==> src/rtl/note_pkg.sv <==
// ---------------------------------------------------------------------------
// note_pkg
// Shared definitions for the note generator:
//   - state_t      : output sequencer states (SILENT, RUN)
//   - AMP_BASE     : amplitude for the lowest non-zero volume step
//   - AMP_FIXED    : amplitude used when volume scaling is compiled out
//   - AMP_LIMIT    : largest positive amplitude (volume 7 saturates here)
//   - scale_amp()  : maps a 3-bit volume code to a positive amplitude
// ---------------------------------------------------------------------------
package note_pkg;

    typedef enum logic {
        SILENT = 1'b0,
        RUN    = 1'b1
    } state_t;

    localparam logic [15:0] AMP_BASE  = 16'h0200;
    localparam logic [15:0] AMP_FIXED = 16'h4000;
    localparam logic [15:0] AMP_LIMIT = 16'h7FFF;

    // Smallest half-period the sequencer will accept; below this the
    // toggle comparison against half-1 would degenerate.
    localparam logic [31:0] HALF_MIN  = 32'd2;

    // Volume 0 is mute; each further step doubles the amplitude. The top
    // step would overflow into the sign bit, so it is saturated.
    function automatic logic [15:0] scale_amp(input logic [2:0] volume);
        logic [16:0] wide;
        logic [15:0] result;
        wide   = 17'd0;
        result = 16'h0000;
        if (volume != 3'd0) begin
            wide = {1'b0, AMP_BASE} << (volume - 3'd1);
            if (wide > {1'b0, AMP_LIMIT}) begin
                result = AMP_LIMIT;
            end else begin
                result = wide[15:0];
            end
        end
        return result;
    endfunction

endpackage

==> src/rtl/tone_div.sv <==
// ---------------------------------------------------------------------------
// tone_div
// 32-cycle restoring divider producing one quotient bit per clock.
//
// Ports:
//   clk       in   system clock, rising edge
//   rst_n     in   asynchronous active-low reset, discards any partial result
//   start     in   begin a division (ignored while busy)
//   dividend  in   32-bit unsigned numerator, sampled on start
//   divisor   in   32-bit unsigned denominator, sampled on start (non-zero)
//   busy      out  high for exactly the 32 iteration cycles
//   done      out  one-cycle pulse in the cycle after the last iteration
//   quotient  out  truncated quotient, valid from the done pulse onwards
// ---------------------------------------------------------------------------
module tone_div
    import note_pkg::*;
(
    input  logic        clk,
    input  logic        rst_n,
    input  logic        start,
    input  logic [31:0] dividend,
    input  logic [31:0] divisor,
    output logic        busy,
    output logic        done,
    output logic [31:0] quotient
);

    logic [31:0] rem;
    logic [31:0] quo;
    logic [31:0] div;
    logic [4:0]  step;
    logic [32:0] shifted;
    logic [32:0] diff;
    logic        fits;

    // Bring the next dividend bit into the partial remainder and see
    // whether the divisor can be subtracted from it this step.
    always_comb begin
        shifted = {rem, quo[31]};
        diff    = shifted - {1'b0, div};
        fits    = (shifted >= {1'b0, div});
    end

    // The dividend register doubles as the quotient shift register: each
    // step shifts out one dividend bit and shifts in one quotient bit. The
    // finished quotient is copied to its own register so a restart in the
    // done cycle cannot corrupt the value the consumer is reading.
    always_ff @(posedge clk or negedge rst_n) begin
        if (!rst_n) begin
            rem      <= 32'd0;
            quo      <= 32'd0;
            div      <= 32'd0;
            step     <= 5'd0;
            busy     <= 1'b0;
            done     <= 1'b0;
            quotient <= 32'd0;
        end else begin
            done <= 1'b0;
            if (start && !busy) begin
                rem  <= 32'd0;
                quo  <= dividend;
                div  <= divisor;
                step <= 5'd0;
                busy <= 1'b1;
            end else if (busy) begin
                if (fits) begin
                    rem <= diff[31:0];
                end else begin
                    rem <= shifted[31:0];
                end
                quo  <= {quo[30:0], fits};
                step <= step + 5'd1;
                if (step == 5'd31) begin
                    busy     <= 1'b0;
                    done     <= 1'b1;
                    quotient <= {quo[30:0], fits};
                end
            end
        end
    end

endmodule

==> src/rtl/note_gen.sv <==
// ---------------------------------------------------------------------------
// note_gen
// Turns a requested note frequency into a glitch-free square wave and a
// signed 16-bit PCM sample. The half-period in clock cycles is computed by
// an iterative divider (tone_div) and swapped in only at square-wave edges.
//
// Parameters:
//   CLK_FREQ    system clock frequency in Hz
//   SILENCE_HZ  tones at or above this frequency (and tone 0) are silence
//
// Ports:
//   clk        in   system clock, rising edge
//   rst_n      in   asynchronous active-low reset
//   tone       in   requested note frequency in Hz, may change any cycle
//   volume     in   amplitude select, 0 = mute
//   sq         out  square wave at the current note frequency
//   audio      out  signed PCM: +AMP when sq=1, -AMP when sq=0, 0 when silent;
//                   lags sq by one cycle
//   busy       out  high while a half-period division is running
//   note_load  out  one-cycle pulse when a new half-period takes effect
//
// Configuration:
//   NOTE_GEN_VOLUME_EN  defined   : AMP follows volume (0x0200 << (volume-1),
//                                   saturated at 0x7FFF, 0 for volume 0)
//                       undefined : volume ignored, AMP fixed at 0x4000
// ---------------------------------------------------------------------------
module note_gen
    import note_pkg::*;
#(
    parameter int unsigned CLK_FREQ   = 100_000_000,
    parameter int unsigned SILENCE_HZ = 20000
)
(
    input  logic        clk,
    input  logic        rst_n,
    input  logic [31:0] tone,
    input  logic [2:0]  volume,
    output logic        sq,
    output logic [15:0] audio,
    output logic        busy,
    output logic        note_load
);

    state_t      state;
    logic [31:0] tone_q;
    logic [31:0] cnt;
    logic [31:0] half;
    logic [31:0] pend;
    logic        pend_valid;

    logic        accept;
    logic        tone_silent;
    logic        start;
    logic        div_busy;
    logic        div_done;
    logic [31:0] div_quot;
    logic [31:0] half_new;
    logic [15:0] amp;

    // A new tone is only taken while the divider is idle; a change that
    // arrives mid-division is picked up once the divider frees up. Silent
    // tones are latched too, but never start a division.
    always_comb begin
        tone_silent = (tone == 32'd0) || (tone >= 32'(SILENCE_HZ));
        accept      = !div_busy && (tone != tone_q);
        start       = accept && !tone_silent;
        half_new    = (div_quot < HALF_MIN) ? HALF_MIN : div_quot;
    end

    // The numerator is CLK_FREQ and the denominator twice the tone, so the
    // quotient is the number of clock cycles per square-wave half period.
    tone_div u_div (
        .clk      (clk),
        .rst_n    (rst_n),
        .start    (start),
        .dividend (32'(CLK_FREQ)),
        .divisor  ({tone[30:0], 1'b0}),
        .busy     (div_busy),
        .done     (div_done),
        .quotient (div_quot)
    );

    assign busy = div_busy;

    // Output sequencer. In RUN a fresh half-period is never applied
    // mid-phase: it waits in pend until the counter reaches a toggle point,
    // so every high or low phase has the length of a single half-period.
    // A result arriving exactly at a toggle point is used directly there.
    always_ff @(posedge clk or negedge rst_n) begin
        if (!rst_n) begin
            state      <= SILENT;
            tone_q     <= 32'd0;
            sq         <= 1'b0;
            cnt        <= 32'd0;
            half       <= 32'd0;
            pend       <= 32'd0;
            pend_valid <= 1'b0;
            note_load  <= 1'b0;
        end else begin
            note_load <= 1'b0;
            if (accept) begin
                tone_q <= tone;
            end
            if (accept && tone_silent) begin
                state      <= SILENT;
                sq         <= 1'b0;
                cnt        <= 32'd0;
                half       <= 32'd0;
                pend_valid <= 1'b0;
            end else begin
                case (state)
                    SILENT: begin
                        if (div_done) begin
                            state      <= RUN;
                            half       <= half_new;
                            cnt        <= 32'd0;
                            sq         <= 1'b1;
                            note_load  <= 1'b1;
                            pend_valid <= 1'b0;
                        end
                    end
                    RUN: begin
                        if (cnt == half - 32'd1) begin
                            sq  <= ~sq;
                            cnt <= 32'd0;
                            if (div_done) begin
                                half       <= half_new;
                                note_load  <= 1'b1;
                                pend_valid <= 1'b0;
                            end else if (pend_valid) begin
                                half       <= pend;
                                note_load  <= 1'b1;
                                pend_valid <= 1'b0;
                            end
                        end else begin
                            cnt <= cnt + 32'd1;
                            if (div_done) begin
                                pend       <= half_new;
                                pend_valid <= 1'b1;
                            end
                        end
                    end
                    default: begin
                        state <= SILENT;
                    end
                endcase
            end
        end
    end

`ifdef NOTE_GEN_VOLUME_EN
    always_comb begin
        amp = scale_amp(volume);
    end
`else
    logic unused_volume;
    assign unused_volume = ^volume;

    always_comb begin
        amp = AMP_FIXED;
    end
`endif

    // The sample is built from the registered sq and state, which makes it
    // trail the square wave by one clock. Negative half uses two's complement.
    always_ff @(posedge clk or negedge rst_n) begin
        if (!rst_n) begin
            audio <= 16'h0000;
        end else if (state == RUN) begin
            audio <= sq ? amp : (~amp + 16'd1);
        end else begin
            audio <= 16'h0000;
        end
    end

endmodule

==> config.mk <==
export PLATFORM = sky130hd
export DESIGN_NAME = note_gen
export DESIGN_NICKNAME = d
export VERILOG_FILES = /design/src/rtl/note_pkg.sv /design/src/rtl/tone_div.sv /design/src/rtl/note_gen.sv
export SDC_FILE = /design/constraint.sdc
export NUM_CORES = 1
export LEC_CHECK = 0
export ABC_AREA = 1
export BUFFER_PORTS_ARGS = -buffer_cell sky130_fd_sc_hd__buf_4
export CORE_ASPECT_RATIO = 0.7
export CORE_MARGIN = 1.5
export CORE_UTILIZATION = 45
export CTS_CLUSTER_SIZE = 28
export DETAILED_ROUTE_END_ITERATION = 8
export PLACE_DENSITY = 0.64
export SLEW_MARGIN = 40
export SYNTH_ARGS = -nofsm -noshare
export SYNTH_HDL_FRONTEND = slang
export SYNTH_HIERARCHICAL = 1
export SYNTH_SLANG_ARGS = --single-unit
==> constraint.sdc <==
create_clock -name clk -period 3.2 [get_ports clk]
set_clock_uncertainty 0.15 [all_clocks]
set_input_delay 0.16 -clock clk [delete_from_list [all_inputs] [get_ports clk]]
set_output_delay 0.16 -clock clk [all_outputs]
set_load 0.02 [all_outputs]
# Word level (Yosys, flattened, before mapping)
# Index checks and enable logic that the tools add are counted.
# op_classes
n_lt_le_gt_ge	3
reduce_logical	14
eq_ne	7
mul	0
muxes	42
add_sub_neg	4
n_bitwise	5
shift	0
div_mod_pow	0
# ops
op	count
$mux W32	14
$pmux W32 S2	2
$ge A33 B32 Y1	1
$add A32 B1 Y32 const B	1
$eq A32 B32 Y1	1
$ge A32 B15 Y1 const B	1
$logic_not A32 Y1	1
$lt A32 B2 Y1 const B	1
$mux W16	2
$ne A32 B32 Y1	1
$sub A32 B1 Y32 const B	1
$sub A32 B32 Y32	1
$mux W1	19
$mux W5	2
$ne A4 B1 Y1 const B	2
$pmux W1 S2	3
$reduce_and A3 Y1	2
$add A5 B1 Y5 const B	1
$eq A5 B5 Y1 const B	1
$not A1 Y1	5
$logic_and A1 B1 Y1	4
$reduce_and A2 Y1	2
$reduce_and A4 Y1	1
$ne A3 B1 Y1 const B	1
4 further kinds	5
# totals
n_memories	0
latch_bits	0
inputBits	37
elab_cells	91
ramBits	0
reg_bits	282
out_inout_bits	19
rom_bits	0

# Logic depth before layout (Yosys ltp)
# Gate-level depths: netlist of run 1.
# depth
ltp_word	7
depth_mapped	19
ltp_nobuf	17

# By module
# The synthesis of run 1 kept the hierarchy.
# by_module_without_submodules
mod	area_per_inst_um2	cells_per_inst	n_inst	seq_area_each_um2
note_gen	8844.7	1284	1	3353.2
tone_div	8289.2	1136	1	3378.2

# Worst setup path before layout of run 1
# OpenSTA, ideal clock, no wires.
# synth_path
kind	register -> register
from	reg tone_q[20]
to	reg u_div.quo[19]
path_stages_with_launch	13
t_required_ps	2959
t_arrival_ps	2232
setup_time_ps	91
n_path_buf	2
synth_period_minus_slack_ps	2473
path_slack_ps	727
path_cell_list	dfrtp_1 > xor2_1 > nor3_1 > nand2_1 > nor2_1 > nand2_1 > nand2_1 > clkbuf_1 > nor2_1 > nor2_2 > clkinv_1 > clkbuf_1 > o221ai_1
# synth_via
elab_chain_cells	5
elab_cells_between_ends	6
cone_classes	eq/ne (1); mux (1); reduce/logical (4)
# synth_rtl
element	line_no	rtl
start, declared	note_gen.sv:45	logic [31:0] tone_q;
start signal, assigned	note_gen.sv:102	tone_q <= tone;
$ne A32 B32 Y1 (*)	note_gen.sv:65	accept = !div_busy && (tone != tone_q);
$logic_and A1 B1 Y1 (*)	note_gen.sv:65	
$logic_and A1 B1 Y1 (*)	note_gen.sv:66	start = accept && !tone_silent;
via start	note_gen.sv:53	logic start;
$logic_and A1 B1 Y1 (*)	tone_div.sv:59	if (start && !busy) begin
$mux W32 or $reduce_bool A2 Y1 (tied branches)	--	
end signal, assigned	tone_div.sv:61	quo <= dividend;
end signal, assigned	tone_div.sv:71	quo <= {quo[30:0], fits};
end, declared	tone_div.sv:29	logic [31:0] quo;
# Mark *: on every way through the listed nets, which the timed path passes. The rest lies on a longest branch.
# A chain may end at the register's enable or synchronous reset.

# Final worst setup path of run 1
# layout_path
from	reg half[9]
to	reg pend[5]
# layout_via
elab_chain_cells	4
# layout_rtl
element	line_no	rtl
start, declared	note_gen.sv:47	logic [31:0] half;
start signal, assigned	note_gen.sv:115	half <= half_new;
start signal, assigned	note_gen.sv:127	half <= half_new;
start signal, assigned	note_gen.sv:131	half <= pend;
$sub A32 B1 Y32	note_gen.sv:123	if (cnt == half - 32'd1) begin
$eq A32 B32 Y1	note_gen.sv:123	
$not A1 Y1 (no source line)	--	
$reduce_and A4 Y1 (no source line)	--	
end signal, assigned	note_gen.sv:138	pend <= half_new;
end, declared	note_gen.sv:48	logic [31:0] pend;
# No other way between the ends.

==> flow_summary.json, run 1 <==
{
  "crit_arrival_ns": 3.25,
  "slew_headroom_pct": 55.6,
  "synth_area_mm2": 0.0171,
  "antenna_cells": 0,
  "hold_class": "input port to flip-flop",
  "fmax_mhz": 345,
  "die_x_um": 236,
  "cts_buffer_depth": 3,
  "track_usage_pct": 24.7,
  "ant_nets": 0,
  "cts_tree": "built",
  "syn2layout_area_growth_pct": 13.3,
  "worst_slew_pin_slew_ns": 0.660,
  "fillers": 3641,
  "routed.top_layer": "met5",
  "numCtsBuffers": 30,
  "gp_congestion": 0.961,
  "layout-drive-gt1-share_pct": 8.76,
  "yosysTopAreaCellShare_pct": 39.3,
  "fin_crit_ns": 2.90,
  "wl_met3_um": 3880,
  "hold_viol": 0,
  "die_h_um": 166,
  "die_area_mm2": 0.0393,
  "yosysUniqueCellTypes": 49,
  "synth_async_sr_flop_share_pct": 100,
  "ys_seq_area_share_pct": 39.3,
  "yosysTopAreaCell": "dfrtp_1",
  "synth_cells": 2420,
  "drt_iter0_drc": 1458,
  "io_buffers": 38,
  "maxCapViolCount": 0,
  "layout_common_cells": "nand2_1, inv_1, dfrtp_1",
  "worstPathRequired_ns": 3.56,
  "start_util_pct": 45.9,
  "cts.sinks": 269,
  "antenna_found_initial": 1,
  "seq_area_mm2": 0.00673,
  "final_common_cell": "nand2_1",
  "gr-total-overflow": 0,
  "num_vias": 15600,
  "synth.area.top_cells": "dfrtp_1, nand2_1, inv_1",
  "fin_nets": 2579,
  "drc": 0,
  "rsz0062_at_grt": "false",
  "p_per_area_mw_per_mm2": 388,
  "design_power_total_mw": 7.52,
  "fp.coreArea_mm2": 0.0374,
  "finalMaxSlewViolations": 0,
  "cp-start-kind": "flip-flop",
  "criticalPathCategory": "flip-flop to flip-flop",
  "fin_tns_setup_ns": 0,
  "io_pins": 56,
  "fp-row-count": 59,
  "grt_pass1_vias": 14200,
  "place_ws_ns": 0.0960,
  "first_pass_iters": 5,
  "hpwl_um": 35100,
  "vdd_ir_drop_max_v": 0.000421,
  "grt_max_degree": 98,
  "multi_input_area_mm2": 0.00882,
  "met1Wirelength_um": 25500,
  "setup_violations": 0,
  "layout_setup_ws_ns": 0.303,
  "synth_flop_cell": "dfrtp_1",
  "drt-vias-per-instance": 5.19,
  "cp-startpoint": "half[9]",
  "critPathCaptureType": "flip-flop",
  "yosys_warnings": 6,
  "synth_edf_count": 0,
  "hp-start": "tone[30]",
  "htreeDepth": 1,
  "cp_max_fo": 48,
  "leakage_nw": 10.7,
  "path_clk_slew_ns": 0.06,
  "totalWireLength_um": 47700,
  "hold_slack_ns": 0.237,
  "syn_avg_cell_area_um2": 7.08,
  "wl_met2_um": 17600,
  "synth_seq_cells": 269,
  "fin_util_pct": 51.9,
  "outcome": "finished clean",
  "clk_latency_ns": 0.58,
  "root_buffer": "clkbuf_16",
  "wl_per_cell_um": 15.8,
  "min_period_over_period_pct": 90.5,
  "grt_pass1_wl_um": 78100,
  "timing.rr.start": "half[9]"
}
worst paths after layout:
kind                            endpoint  slack (ns)  cells after the start
setup / recovery                 pend[5]        0.30                     17
hold / removal             u_div/div[31]        0.24                      4
setup reg to reg                 pend[5]        0.30                     17
hold reg to reg                 pend[16]        0.32                      2
max in group asynchronous  u_div/div[11]        1.45                      5
min in group asynchronous     tone_q[28]        0.49                      3
cell families (layout without fill, tap and decap cells):
| kind of cell | count (synthesis) | count (layout) | synth area share, % |
|---|---|---|---|
| simple gates | 1382 | 1382 | 35.0 |
| other cells | 2 | 47 | 0.0438 |
| buf+inv | 428 | 487 | 10.4 |
| xor+xnor | 96 | 96 | 4.91 |
| flops | 269 | 269 | 39.3 |
| mux | 19 | 19 | 1.25 |
| fa+ha+maj | 37 | 37 | 2.75 |
| compound gates | 187 | 187 | 6.40 |
repair_timing:
| item | in CTS | in global routing |
|---|---|---|
| endpoints found under the setup margin | 0 | 86 |
| buffers inserted | 0 | 2 |
| hold buffers | 33 | 1 |
| endpoints found under the hold margin | 154 | 25 |
| gates resized for setup | 0 | 6 |
stage by stage:
stage	std cells	cell area (um^2)
floorplan	2465	17300
global placement	2924	18000
detailed placement	2924	18000
CTS	3008	19300
global route	3012	19400
finish	3012	19400
worst max-delay path, stage by stage, from the launching register on:
cell	delay, ns
dfrtp_1	0.44
nor2_1	0.20
nand2_1	0.15
nor2_4	0.21
nand2_1	0.17
nand2_1	0.09
nand2_1	0.05
inv_1	0.06
nand2_1	0.04
nor2_1	0.12
nand2_1	0.08
nor2_2	0.15
nand3_2	0.17
buf_12	0.23
nand3_1	0.14
buf_12	0.21
nand2_1	0.07
nand2_1	0.06
layout make-up:
cell class	count	area share, %
timing repair buffer	119	5.51
inverter	317	6.13
clock buffer	42	4.52
tap	488	3.15
sequential	269	34.7
multi-input combinational	1768	45.5
clock inverter	9	0.535
per-layer routing:
layer  up-vias  GRT usage, %
li1       7713             -
met1      7401          42.0
met2       468          31.6
met3        60          4.40
met4         2          4.12
met5         -             0
report_power, final:
| part | total [mW] | leakage, nW | switching (mW) | internal (mW) |
|---|---|---|---|---|
| clock network | 3.51 | 0.480 | 1.46 | 2.05 |
| registers | 3.45 | 3.19 | 0.0196 | 3.43 |
| logic | 0.554 | 7.03 | 0.348 | 0.206 |
Yosys cell counts (5+ instances only):
cell and n:
and2_1 5, nor2_4 7, o21ai_1 15, buf_2 19
dfrtp_1 269, a21oi_1 32, buf_6 7, clkbuf_1 55
nand3_2 6, nor3_1 17, o21bai_1 10, xor2_1 42
ha_1 36, nor2_1 151, nand3b_1 31, nand4_1 70
o21ai_0 92, inv_2 5, o221ai_1 27, nor2_2 10
nand2_1 884, nand3_1 152, xnor2_1 54, inv_1 309
nor4_1 13, nand2_2 24, buf_4 19, buf_1 9
mux2_2 19
registers in the layout, indices dropped and copies added (netlist names):
register        count
u_div/step          5
pend_valid          1
pend               32
u_div/div          32
cnt                32
audio               2
u_div/busy          1
sq                  1
half               32
note_load           1
u_div/rem          32
tone_q             32
u_div/done          1
u_div/quo          32
state               1
u_div/quotient     32
Note: power is estimated with default switching activity, not from simulation.
==> run 2, diff against run 1 <==
--- a/config.mk
+++ b/config.mk
@@ -13,6 +13,7 @@
 export CTS_CLUSTER_SIZE = 28
 export DETAILED_ROUTE_END_ITERATION = 8
 export PLACE_DENSITY = 0.64
+export RECOVER_POWER = 100
 export SLEW_MARGIN = 40
 export SYNTH_ARGS = -nofsm -noshare
 export SYNTH_HDL_FRONTEND = slang
==> run 2 against run 1 <==
Net effect: non-clock buffer count unchanged; combinational power decreased by 2%; wire length increased by 0.14%; die area unchanged; register-to-register slack got worse by 0.13 ns; via count about the same; clock-buffer cell count unchanged; total power decreased by 0.30%; cell count unchanged; setup slack got worse by 0.13 ns; critical path depth decreased by 5; sequential cell count unchanged; critical endpoint is now u_div/rem[31]; largest power group unchanged.
==> flow_summary.json, run 2 (synthesized netlist as in run 1, its figures left out) <==
{
  "outcome": "finished clean",
  "wl_per_cell_um": 15.9,
  "worst_slew_pin_slew_ns": 1.37,
  "grt_max_degree": 98,
  "crit_arrival_ns": 3.34,
  "cp_cell_sequence": "inv_1, ha_1, a21oi_1, nor2_1, nor3_1, nand3_4, nor2_8, nand2_4, nand2_1, nand2_1, nand2_1, nand2_1",
  "root_buffer": "clkbuf_16",
  "worstPathRequired_ns": 3.52,
  "use_met1_pct": 42.0,
  "cts_tree": "built",
  "gp_congestion": 0.961,
  "placed_cell_area_mm2": 0.0180,
  "cts.sinks": 269,
  "cts_buffer_depth": 3,
  "start_util_pct": 45.9,
  "cpMostUsedCell": "nand2_1",
  "die_h_um": 166,
  "fp.coreArea_mm2": 0.0374,
  "grt_pass1_vias": 14200,
  "cp_top_family": "simple AND/OR/NAND/NOR gates",
  "grtUsageMet3_pct": 4.40,
  "max_stage_delay_ns": 0.36,
  "hold_viol": 0,
  "hold_class": "input port to flip-flop",
  "fmax_mhz": 331,
  "slew_headroom_pct": 8.65,
  "drt_iter0_drc": 1427,
  "cp_max_fo": 34,
  "ant_nets": 0,
  "vdd_ir_drop_max_v": 0.000420,
  "fillers": 3667,
  "met2_usage_pct": 31.6,
  "design_power_total_mw": 7.50,
  "multi_input_area_mm2": 0.00879,
  "finalMaxSlewViolations": 0,
  "p_per_area_mw_per_mm2": 389,
  "antenna_found_initial": 1,
  "io_pins": 56,
  "track_usage_pct": 24.7,
  "setup_violations": 0,
  "clk_latency_ns": 0.58,
  "fp-row-count": 59,
  "totalWireLength_um": 47800,
  "hold_slack_ns": 0.231,
  "rsz0062_at_grt": "false",
  "die_area_mm2": 0.0393,
  "drc": 0,
  "first_pass_iters": 5,
  "num_vias": 15700,
  "maxCapViolCount": 0,
  "final_area_mm2": 0.0193,
  "fin_nets": 2579,
  "critical_path_buf_inv_count": 1,
  "critPathCaptureType": "flip-flop",
  "cp-start-kind": "flip-flop",
  "top_usage_layer": "met1",
  "drt-vias-per-instance": 5.20,
  "criticalPathCategory": "flip-flop to flip-flop",
  "path_clk_slew_ns": 0.06,
  "layout-drive-gt1-share_pct": 8.08,
  "die_x_um": 236,
  "final_common_cell": "nand2_1",
  "leakage_nw": 10.6,
  "gr-total-overflow": 0,
  "hpwl_um": 35100,
  "cpMaxStageDelayCell": "nand2_4",
  "htreeDepth": 1,
  "io_buffers": 38,
  "seq_area_mm2": 0.00673,
  "numCtsBuffers": 30,
  "min_period_over_period_pct": 94.5,
  "layout_common_cells": "nand2_1, inv_1, dfrtp_1",
  "fin_crit_ns": 3.02,
  "syn2layout_area_growth_pct": 12.4,
  "grt_pass1_wl_um": 78100,
  "antenna_cells": 0,
  "fin_tns_setup_ns": 0
}
==> run 2: cell types whose count changed in the layout (fill, tap and decap cells not counted), moves of 3 or more <==
cell      change
clkbuf_4      +3
clkbuf_2     +13
buf_12        -3
buf_4        -19
o21ai_0       +6
nand2_1       +9
nand2_2       -9
o21ai_1       -6
clkbuf_1      +6
==> run 2: worst paths after layout <==
path                                from                  to  slack (ns)  cells past startpoint
max                        u_div/div[30]       u_div/rem[31]        0.18                     12
max in group asynchronous          rst_n  u_div/quotient[17]        0.46                      5
min in group asynchronous          rst_n          tone_q[28]        0.83                      3
min reg2reg                     pend[16]            pend[16]        0.32                      2
max reg2reg                u_div/div[30]       u_div/rem[31]        0.18                     12
min                             tone[16]       u_div/div[17]        0.23                      4
==> run 2: stage by stage <==
stage                     std cells  setup slack, ns  util (%)
final                          3012            0.175      51.6
after floorplan                2465            0.727         -
after CTS                      3008           0.0791      51.7
after detailed placement       2924           0.0960      48.2
after global placement         2924            0.182      48.2
after global routing           3012           0.0375      51.6
==> run 2: where the power goes <==
part / switching [mW] / internal [mW]
clock network: 1.45 / 2.05
logic: 0.345 / 0.197
registers: 0.0194 / 3.43
total: 1.82 / 5.68
==> run 2: metal layers <==
metal | up-vias | routed length (um)
met5 | - | 9
met1 | 7423 | 25500
met4 | 2 | 680
met2 | 464 | 17700
met3 | 58 | 3850
li1 | 7710 | -
==> run 2: worst reg2reg max path: stages, from the launching register on <==
cell,delay (ns)
dfrtp_1,0.35
inv_1,0.19
ha_1,0.33
a21oi_1,0.29
nor2_1,0.08
nor3_1,0.30
nand3_4,0.14
nor2_8,0.28
nand2_4,0.36
nand2_1,0.25
nand2_1,0.09
nand2_1,0.07
nand2_1,0.05
==> run 2: timing repair <==
| action | in CTS | in global routing |
|---|---|---|
| endpoints found under the hold margin | 154 | 25 |
| setup endpoints to repair | 0 | 86 |
| setup buffers | 0 | 2 |
| gates resized for setup | 0 | 6 |
| hold buffers | 33 | 1 |
==> run 2: layout make-up <==
type,instances,area share (%)
flip-flops and latches,269,34.9
inverters,317,6.18
multi-input cells,1768,45.6
well taps,488,3.17
repair buffers,119,5.01
clock inverters,9,0.539
clock buffers,42,4.55
==> run 3, diff against run 2 <==
--- a/config.mk
+++ b/config.mk
@@ -7,7 +7,6 @@
 export LEC_CHECK = 0
 export ABC_AREA = 1
 export BUFFER_PORTS_ARGS = -buffer_cell sky130_fd_sc_hd__buf_4
-export CORE_ASPECT_RATIO = 0.7
 export CORE_MARGIN = 1.5
 export CORE_UTILIZATION = 45
 export CTS_CLUSTER_SIZE = 28
==> run 3 against run 2 <==
Net effect: the run now ends with max-capacitance violations, max-slew violations left; sequential cell count unchanged; total power up 0.22%; final area up 0.42%; die area about the same; clock-buffer cell count up 5; wire length down 8.0%; non-clock buffer count down 3; setup slack better by 0.069 ns; core utilization down 0.091 points; first-iteration DRC count down 29%; critical path type is now input port to flip-flop.
==> flow_summary.json, run 3 (synthesized netlist as in run 1, its figures left out) <==
{
  "critPathCaptureType": "flip-flop",
  "cp_max_fo": 30,
  "rsz0062_at_grt": "false",
  "io_pins": 56,
  "final_common_cell": "nand2_1",
  "worst_slew_pin_slew_ns": 1.84,
  "slew_headroom_pct": -22.4,
  "antenna_cells": 0,
  "antenna_found_initial": 1,
  "cts_tree": "built",
  "fin_tns_setup_ns": 0,
  "criticalPathCategory": "input port to flip-flop",
  "die_area_mm2": 0.0393,
  "combPwrFrac_pct": 7.0,
  "gp_congestion": 0.926,
  "layout_common_cells": "nand2_1, inv_1, dfrtp_1",
  "layout-drive-gt1-share_pct": 8.28,
  "hold_class": "input port to flip-flop",
  "num_vias": 15100,
  "gr-total-overflow": 0,
  "leakage_nw": 10.7,
  "htreeDepth": 1,
  "drt_iter0_drc": 1016,
  "outcome": "complete, but fails checks",
  "finalMaxSlewViolations": 71,
  "setup_violations": 0,
  "design_power_total_mw": 7.51,
  "min_period_over_period_pct": 92.4,
  "fmax_mhz": 338,
  "clk_latency_ns": 0.58,
  "fp-row-count": 71,
  "hpwl_um": 32400,
  "first_pass_iters": 6,
  "numCtsBuffers": 30,
  "p_int_mw": 5.74,
  "die_x_um": 198,
  "p_switching_mw": 1.78,
  "path_clk_slew_ns": 0.06,
  "wl_per_cell_um": 14.5,
  "p_clk_share_pct": 47.1,
  "hp-start": "tone[27]",
  "p_per_area_mw_per_mm2": 388,
  "maxCapViolCount": 1,
  "vdd_ir_drop_max_v": 0.000414,
  "start_util_pct": 45.6,
  "swShare_pct": 23.6,
  "track_usage_pct": 23.1,
  "grt_pass1_wl_um": 73400,
  "cp-startpoint": "tone[29]",
  "seqPwrFrac_pct": 45.9,
  "fin_nets": 2576,
  "cpMaxStageDelayCell": "dlygate4sd3_1",
  "grt_pass1_vias": 14200,
  "fin_crit_ns": 2.96,
  "drc": 0,
  "timing.rr.start": "half[0]",
  "cp_cell_sequence": "dlygate4sd3_1, clkbuf_1, nor3_1, buf_4, o21a_1, nand3_1, nor2_1, nand2_1, nor2_1, clkbuf_1, nand2_1, inv_1, buf_4, o21ai_0",
  "grt_max_degree": 71,
  "worstPathRequired_ns": 3.50,
  "syn2layout_area_growth_pct": 12.9,
  "hold_viol": 0,
  "drt-vias-per-instance": 4.97,
  "crit_arrival_ns": 3.26,
  "ant_nets": 0,
  "max_stage_delay_ns": 0.53,
  "io_buffers": 38,
  "cts.sinks": 269,
  "cts_buffer_depth": 3,
  "fp.coreArea_mm2": 0.0376,
  "violations": "max-capacitance violations, max-slew violations",
  "root_buffer": "clkbuf_16",
  "post_cts_buffers": 0,
  "totalWireLength_um": 44000,
  "die_h_um": 198,
  "cp-start-kind": "input port"
}
## run 3: changes by cell type in the layout (fill, tap and decap cells not counted), moves of 3 or more
cell      change
clkbuf_2      -9
clkbuf_8      +6
nand2_1       -8
nand2_2       +9
nor2_1        +3
o21ai_0       +8
o21ai_1       -7
## run 3: stage by stage
step           hold WS, ns  cells  util (%)  setup slack (ns)  instance area, um^2
2_1_floorplan       -0.286   2465         -             0.727                17300
3_3_place_gp        0.0134   2948      48.2             0.288                18100
3_5_place_dp        0.0276   2948      48.2             0.253                18100
4_1_cts            0.00256   3036      51.8             0.235                19500
5_1_grt              0.228   3036      51.5            0.0263                19300
6_report             0.215   3036      51.5             0.244                19300
## run 3: area by class of cell
cell class	instances	area (um^2)
Fill cell	3736	18200
Tap cell	511	639
Multi-Input combinational cell	1768	8790
Clock buffer	47	956
Sequential cell	269	6730
Inverter	317	1190
Clock inverter	8	68.8
Timing Repair Buffer	116	967
## run 3: routing by layer
| layer | global-route usage (%) | share of wire [%] | routed length, um |
|---|---|---|---|
| met3 | 2.81 | 4.8 | 2100 |
| met2 | 35.2 | 43 | 18900 |
| met5 | 0 | 0 | 0 |
| met4 | 4.33 | 1.8 | 773 |
| met1 | 35.0 | 51 | 22200 |
## run 3: worst max-delay path, delay by kind of cell
kind	cells	cell delay (ns)
AO/OA/AOI/OAI	2	0.39
buffers and inverters	6	1.62
AND/OR/NAND/NOR	6	1.06
## run 3: power groups by stage
stage	Clock, mW	Sequential [mW]	Combinational [mW]
floorplan	0	3.51	0.309
global placement	0	3.51	0.500
detailed placement	0	3.51	0.508
CTS	3.63	3.45	0.542
global route	3.76	3.45	0.603
finish	3.54	3.45	0.529
## run 3: final timing paths
check | depth (start not counted) | endpoint | slack [ns]
setup / recovery | 14 | u_div/div[17] | 0.24
hold / removal | 4 | u_div/div[28] | 0.22
setup reg to reg | 16 | pend[27] | 0.27
hold reg to reg | 2 | pend[12] | 0.32
max in group asynchronous | 3 | pend[15] | 0.63
min in group asynchronous | 2 | tone_q[8] | 0.46
## run 3: what timing repair did
item,CTS,global route
hold buffers,33,0
endpoints found under the hold margin,296,0
setup endpoints to repair,0,15
gates resized for setup,0,1
